[src/rtl/imem_loader.sv]
// Streams 16-bit instruction words into the byte-wide instruction memory,
// high byte at the even address, and holds the core off while loading.
module imem_loader #(
   parameter int unsigned ADDR_W = 7,
   parameter int unsigned CNT_W  = 7
) (
   input  logic              clk,
   input  logic              rst_n,
   input  logic              start,
   input  logic [ADDR_W-1:0] base_addr,
   input  logic [CNT_W-1:0]  word_count,
   input  logic              abort,
   input  logic              in_valid,
   input  logic [15:0]       in_data,
   output logic              in_ready,
   output logic              mem_we,
   output logic [ADDR_W-1:0] mem_addr,
   output logic [7:0]        mem_wdata,
   output logic              busy,
   output logic              cpu_hold,
   output logic              done,
   output logic              err
);

   typedef enum logic [2:0] {
      IDLE   = 3'd0,
      ACCEPT = 3'd1,
      WR_HI  = 3'd2,
      WR_LO  = 3'd3,
      DONE   = 3'd4
   } state_e;

   state_e            state_q,     state_d;
   logic [ADDR_W-1:0] cur_addr_q,  cur_addr_d;
   logic [CNT_W-1:0]  remaining_q, remaining_d;
   logic [7:0]        lo_byte_q,   lo_byte_d;
   logic              abort_q,     abort_d;
   logic              mem_we_q,    mem_we_d;
   logic [ADDR_W-1:0] mem_addr_q,  mem_addr_d;
   logic [7:0]        mem_wdata_q, mem_wdata_d;
   logic              err_q,       err_d;
   logic              abort_eff;

   assign abort_eff = abort | abort_q;

   // Next-state logic; write strobes are set up one cycle ahead so they leave registers.
   always_comb begin
      state_d     = state_q;
      cur_addr_d  = cur_addr_q;
      remaining_d = remaining_q;
      lo_byte_d   = lo_byte_q;
      abort_d     = abort_q;
      mem_we_d    = 1'b0;
      mem_addr_d  = mem_addr_q;
      mem_wdata_d = mem_wdata_q;
      err_d       = 1'b0;

      case (state_q)
         IDLE: begin
            abort_d = 1'b0;
            if (start) begin
               if ((word_count != CNT_W'(0)) && !base_addr[0]) begin
                  cur_addr_d  = base_addr;
                  remaining_d = word_count;
                  state_d     = ACCEPT;
               end else begin
                  err_d = 1'b1;
               end
            end
         end
         ACCEPT: begin
            // A pending abort takes precedence over a word offered in the same cycle.
            if (abort_eff) begin
               abort_d = 1'b0;
               err_d   = 1'b1;
               state_d = IDLE;
            end else if (in_valid) begin
               lo_byte_d   = in_data[7:0];
               mem_we_d    = 1'b1;
               mem_addr_d  = cur_addr_q;
               mem_wdata_d = in_data[15:8];
               state_d     = WR_HI;
            end
         end
         WR_HI: begin
            if (abort) abort_d = 1'b1;
            mem_we_d    = 1'b1;
            mem_addr_d  = {cur_addr_q[ADDR_W-1:1], 1'b1};
            mem_wdata_d = lo_byte_q;
            state_d     = WR_LO;
         end
         WR_LO: begin
            cur_addr_d  = ADDR_W'(cur_addr_q + ADDR_W'(2));
            remaining_d = CNT_W'(remaining_q - CNT_W'(1));
            if (abort_eff) begin
               abort_d = 1'b0;
               err_d   = 1'b1;
               state_d = IDLE;
            end else if (remaining_q == CNT_W'(1)) begin
               state_d = DONE;
            end else begin
               state_d = ACCEPT;
            end
         end
         DONE: begin
            abort_d = 1'b0;
            state_d = IDLE;
         end
         default: begin
            abort_d = 1'b0;
            state_d = IDLE;
         end
      endcase
   end

   always_ff @(posedge clk or negedge rst_n) begin
      if (!rst_n) begin
         state_q     <= IDLE;
         cur_addr_q  <= '0;
         remaining_q <= '0;
         lo_byte_q   <= '0;
         abort_q     <= 1'b0;
         mem_we_q    <= 1'b0;
         mem_addr_q  <= '0;
         mem_wdata_q <= '0;
         err_q       <= 1'b0;
      end else begin
         state_q     <= state_d;
         cur_addr_q  <= cur_addr_d;
         remaining_q <= remaining_d;
         lo_byte_q   <= lo_byte_d;
         abort_q     <= abort_d;
         mem_we_q    <= mem_we_d;
         mem_addr_q  <= mem_addr_d;
         mem_wdata_q <= mem_wdata_d;
         err_q       <= err_d;
      end
   end

   assign in_ready  = (state_q == ACCEPT);
   assign busy      = (state_q != IDLE);
   assign cpu_hold  = (state_q != IDLE);
   assign done      = (state_q == DONE);
   assign err       = err_q;
   assign mem_we    = mem_we_q;
   assign mem_addr  = mem_addr_q;
   assign mem_wdata = mem_wdata_q;

endmodule
[config.mk]
export PLATFORM = sky130hd
export DESIGN_NAME = imem_loader
export DESIGN_NICKNAME = d
export VERILOG_FILES = /design/src/rtl/imem_loader.sv
export SDC_FILE = /design/constraint.sdc
export NUM_CORES = 1
export LEC_CHECK = 0
export CORE_ASPECT_RATIO = 1.25
export CORE_MARGIN = 10
export CORE_UTILIZATION = 35
export CTS_CLUSTER_DIAMETER = 100
export CTS_CLUSTER_SIZE = 28
export DETAILED_ROUTE_END_ITERATION = 12
export PLACE_DENSITY = 0.75
export SETUP_SLACK_MARGIN = 0.4
export SLEW_MARGIN = 20
export SYNTH_ARGS = -nofsm -noshare
export SYNTH_HDL_FRONTEND = slang
export SYNTH_SLANG_ARGS = --single-unit
[constraint.sdc]
create_clock -name clk -period 1.97 [get_ports clk]
set_clock_uncertainty 0.2 [all_clocks]
set_input_delay 0.394 -clock clk [delete_from_list [all_inputs] [get_ports clk]]
set_output_delay 0.394 -clock clk [all_outputs]
set_load 0.02 [all_outputs]
Word level (Yosys, flattened, before mapping)
Index checks and enable logic that the tools add are counted.

Flip-flop bits (word level): 43. Latch bits: 0. Memory bits (writable): 0. Bits in read-only memories: 0. Input port bits: 35. Output and inout bits: 21. Word-level logic and storage cells: 67. Memories: 0.

Add/subtract/negate cells: 2. $mul: 0. Divide/modulo/power cells: 0. Magnitude comparators: 0. Eq/ne operators: 12. Shift operators: 0. Multiplexer cells: 29. Bitwise operators: 2. Reduce and logical (&&, ||, !) cells: 13.

Operators by type and width (count): two-way mux 7 bit (6); case mux 7 bit (2 select lines) (3); two-way mux 3 bit (6); two-way mux 8 bit (2); case mux 8 bit (2 select lines) (1); case mux 3 bit (4 select lines) (1); AND reduction 3 bit (4); inequality test 2 bit (second input constant) (5); adder 7 x 2 -> 7 bit (second input constant) (1); equality test 7 x 1 -> 1 bit (second input constant) (1); two-way mux 1 bit (7); nonzero test 7 bit (1); subtractor 7 x 1 -> 7 bit (second input constant) (1); equality test 3 x 2 -> 1 bit (second input constant) (2); case mux 1 bit (2 select lines) (3); nonzero test 2 bit (2); equality test 3 x 1 -> 1 bit (second input constant) (1); equality test 3 bit (second input constant) (1); zero test 3 bit (1); inequality test 3 x 2 -> 1 bit (second input constant) (1); nonzero test 3 bit (1); inequality test 2 x 1 -> 1 bit (second input constant) (1); AND reduction 2 bit (1); OR reduction 2 bit (1); 4 further kinds (4).

Depth between registers and ports, before layout
Depth after elaboration: 5. Gate-level depth with buffers: 7. Mapped depth without buffers: 5.

Worst setup path after synthesis
No wires, ideal clock.

Path type: reg2reg. From: register state_q[0]. To: register remaining_q[1]. Setup time: 0.125 ns. Data arrival time: 1.670 ns. Data required time: 1.645 ns. Setup slack: -0.024 ns. Stages on the path, launching flop included: 6. Path buffers: 1. Period minus slack after synthesis: 1.994 ns. Cells stage by stage: dfrtp_1 -> buf_6 -> or3_4 -> a211o_4 -> nand2_2 -> mux2_2.

Cells in the longest elaborated chain, start to end: 3. Elaborated cells on any way between the ends: 7. Those cells by class: eq/ne (3); mux (1); reduce/logical (3).

Ends and longest elaborated chain: start, declared (RTL line 33) `state_e state_q, state_d;`; start signal, assigned (RTL line 128) `state_q <= state_d;`; equality test 3 x 2 -> 1 bit / zero test 3 bit (equally long branches) (RTL line 58) `case (state_q)`; nonzero test 2 bit (no line) / inequality test 2 bit (equally long branches); AND reduction 3 bit (no line); end signal, assigned (RTL line 130) `remaining_q <= remaining_d;`; end, declared (RTL line 35) `logic [CNT_W-1:0] remaining_q, remaining_d;`.

Several ways; a longest one is shown, not always the timed one. A chain may end at the register's enable or synchronous reset.

Worst setup path in the final report
From: register state_q[2]. To: register cur_addr_q[6].

Cells in the longest elaborated chain, start to end: 3. Elaborated cells on any way between the ends: 7. Those cells by class: eq/ne (3); mux (1); reduce/logical (3).

Ends and longest elaborated chain: equality test 3 x 2 -> 1 bit / zero test 3 bit (equally long branches) (RTL line 58); nonzero test 2 bit (no line) / inequality test 2 bit (equally long branches); AND reduction 3 bit (no line); end signal, assigned (RTL line 129) `cur_addr_q <= cur_addr_d;`; end, declared (RTL line 34) `logic [ADDR_W-1:0] cur_addr_q, cur_addr_d;`.

Several ways; a longest one is shown, not always the timed one.

==> metrics.md <==
| Metric | Value |
|---|---|
| Antenna Nets Post-Route | `0` |
| Core area | `5860 µm²` |
| Pwr/cell area | `1390 nW/µm²` |
| Library cells used by synthesis | `47` |
| DP Wirelength | `4.22 mm` |
| Port buffer count | `55` |
| Die span in y | `107 µm` |
| Sequential fraction of the synthesis area | `50.7%` |
| Post-synth EDFFs | `0` |
| Tmin final | `1.92 ns` |
| Layout cells sized above 1 | `46.2%` |
| Vias per inst | `5.09` |
| Nets@finish | `325` |
| Yosys top cell area share | `50.7%` |
| H-Tree Depth | `2` |
| Die area | `9600 µm²` |
| FP Rows | `31` |
| Top cells by count, synth | `dfrtp_1 (43), o21ai_0 (19), nand2_1 (17)` |
| Cell taking the most area after synthesis | `dfrtp_1` |
| Pre-CTS setup slack | `-0.259 ns` |
| Synthesis warning total | `0` |
| Mux contribution to synthesized area | `12.7%` |
| Final hold vios | `0` |
| Setup TNS | `0 ns` |
| Synthesized net count | `226` |
| Cells after Synth | `188` |
| Drt pass-1 iters | `4` |
| Filler cells | `500` |
| Reg power frac | `33.7%` |
| Critical Path Slowest Stage Cell | `or3_4` |
| Area contributors post-synth | `dfrtp_1 (51%), mux2_2 (8.0%), mux2i_1 (4.7%), o21ai_0 (4.5%), nand2_1 (3.0%)` |
| Layout area overhead | `61.0%` |
| Root Driver | `clkbuf_8` |
| Die W | `89.7 µm` |
| GR Overflow Total | `0` |
| Switching pwr | `1.79 mW` |
| Post-Synth XOR/XNOR Area | `0%` |
| Global-route wire length before repair | `9.76 mm` |
| Routed wire length | `6.19 mm` |
| Switch share | `37.5%` |
| Max-slew violation count | `0` |
| Startpoint Class | `flip-flop` |
| Critical path peak fanout | `7` |
| Largest net degree at the start of global routing | `44` |
| RSZ-0062 raised after global routing | `true` |
| Peak VDD IR | `0.000643 V` |
| Placed cell count | `344` |
| Worst Path Arrival | `1.90 ns` |
| Async set-reset flop share out of synthesis | `100%` |
| Crit-path leading delay family | `compound AO/OA/AOI/OAI gates` |
| CP peak stage delay | `0.44 ns` |
| Flops & latches, synth | `43` |
| Number of antenna violations at the first check in global routing | `0` |
| Starting Density | `36.3%` |
| Avg Cell Area, Syn | `11.3 µm²` |
| Clock Power Share | `14.6%` |
| Routed wire per std cell | `16.7 µm` |
| Top FF cell, synth | `dfrtp_1` |
| HP Class | `reg2reg` |
| Sequential Area | `1080 µm²` |
| Mapped cell area | `2120 µm²` |
| Comb power frac | `51.7%` |
| Simple-gate portion of the synthesized area | `15.8%` |
| WHS | `0.287 ns` |
| Crit end category | `flip-flop` |
| Slew @ Worst Pin | `0.540 ns` |
| Clock-pin transition on the worst setup and hold timing paths | `0.09 ns` |
| Combinational family with the most area after synthesis | `simple AND/OR/NAND/NOR gates` |
| Count of final setup violators | `0` |
| Multi-input gate area | `1140 µm²` |
| Routed via count | `1883` |
| TritonCTS clock tree | `done` |
| Max Cap Viol | `0` |
| Num ports | `56` |
| Lkg Pwr | `1.58 nW` |
| Period utilisation layout | `97.6%` |
| Worst EP required | `1.95 ns` |
| Sink Count | `43` |
| Slew margin rel. | `64.0%` |
| ANT cells | `0` |
| Setup CP Type | `reg2reg` |
| Fmax | `520 MHz` |
| GPL Wtd Cong | `0.908` |
| DR iter-0 viols | `59` |
| Most frequent cell after synthesis | `dfrtp_1` |
| Drc violations | `0` |
| Global-route usage over all layers | `12.9%` |
| CP bufs+invs | `1` |
| Finished Layout Cells | `370` |
| Status | `complete, no violations` |
| Internal Power | `2.98 mW` |
| Clk buf depth | `2` |
| Vias in the first global route | `1937` |
| CTS buffer count | `5` |
| Adder-cell share of the synthesized area | `1.77%` |
| Cells along the critical path | `or3_4 > a211o_4 > buf_12 > a32o_2` |
| Fin worst setup slack | `0.0472 ns` |
| Worst-Skew Late Latency | `0.29 ns` |
| Synth Area in Compound Gates | `14.9%` |
layer usage:
layer	vias to the layer above	GRT usage, %	wire length (µm)
met4	0	4.21	113
met2	69	21.2	2960
met1	913	15.6	2610
li1	889	-	-
met5	-	0	0
met3	12	3.64	503
logic make-up after synthesis:
group           after synthesis
buf+inv                      15
flops                        43
mux                          25
fa+ha+maj                     3
compound gates               46
simple gates                 56
placed cells by master (no fill, tap or decap), types with 2 or more instances in the layout:
cell and count:
o21ai_2 3, mux2i_1 9, clkbuf_2 3, ha_1 3, nor2_1 5, inv_1 5, dlymetal6s2s_1 2, clkbuf_8 5
o22a_1 2, mux2_2 13, or4_4 2, dlygate4sd2_1 2, nor2_4 2, a22oi_2 2, o21ai_1 11, buf_2 5
and4_1 2, clkdlybuf4s50_1 26, buf_12 3, buf_6 12, o21ai_0 6, a21oi_1 4, mux2_4 2, clkdlybuf4s15_2 12
nor3b_4 2, nand2_1 17, nor4_2 2, nand3_2 5, nand3_1 4, a2bb2oi_1 2, nand4_1 2, and2_4 2
and3b_2 2, dfrtp_2 4, buf_4 33, nor4_1 2, dfrtp_1 39
through the flow:
stage	cell area, µm²	utilization, %	power (mW)
floorplan	2180	-	2.84
global placement	2990	51.0	3.65
detailed placement	2990	51.0	3.72
CTS	3400	58.1	4.78
global route	3420	58.4	5.08
finish	3420	58.4	4.77
worst reg2reg max path, delay by kind of cell, from the launching register on:
family                 cells  cell delay, ns
AO/OA/AOI/OAI              2            0.59
flip-flops                 1            0.43
AND/OR/NAND/NOR            1            0.44
buffers and inverters      1            0.15
final cells by class:
| cell class | instances | area share (%) |
|---|---|---|
| multi-input cells | 131 | 33.2 |
| repair buffers | 101 | 28.3 |
| inverters | 5 | 0.549 |
| clock buffers | 5 | 2.01 |
| flip-flops and latches | 43 | 31.6 |
| clock inverters | 3 | 1.28 |
| well taps | 82 | 3.00 |
power by group through the flow:
| stage | Clock (mW) | Combinational (mW) | Sequential [mW] |
|---|---|---|---|
| 3_3_place_gp | 0 | 2.06 | 1.59 |
| 5_1_grt | 0.745 | 2.67 | 1.67 |
| 4_1_cts | 0.716 | 2.47 | 1.59 |
| 6_report | 0.695 | 2.47 | 1.61 |
| 2_1_floorplan | 0 | 1.10 | 1.74 |
| 3_5_place_dp | 0 | 2.11 | 1.62 |
final timing paths:
| kind | start | depth (start not counted) | slack, ns | end |
|---|---|---|---|---|
| worst max-delay path | state_q[2] | 4 | 0.05 | cur_addr_q[6] |
| worst min-delay path | lo_byte_q[6] | 2 | 0.29 | mem_wdata[6] |
| worst max register to register | state_q[2] | 4 | 0.05 | cur_addr_q[6] |
| worst min register to register | lo_byte_q[6] | 2 | 0.29 | mem_wdata[6] |
| max in group asynchronous | rst_n | 3 | 0.68 | remaining_q[2] |
| min in group asynchronous | rst_n | 3 | 0.50 | mem_wdata[1] |
flip-flops by register name, summed over array words and instances, names as in the netlist:
signal and count:
lo_byte_q 8, state_q 3, remaining_q 7, mem_we 1
err 1, mem_addr 7, cur_addr_q 7, abort_q 1
mem_wdata 8
timing repair:
item,in CTS,in global routing
pin swaps,16,10
cloned,2,0
hold buffers,1,0
hold endpoints to repair,43,0
resized for setup,111,21
setup endpoints to repair,62,52
buffers inserted,14,1
Note: power is estimated with default switching activity, not from simulation.
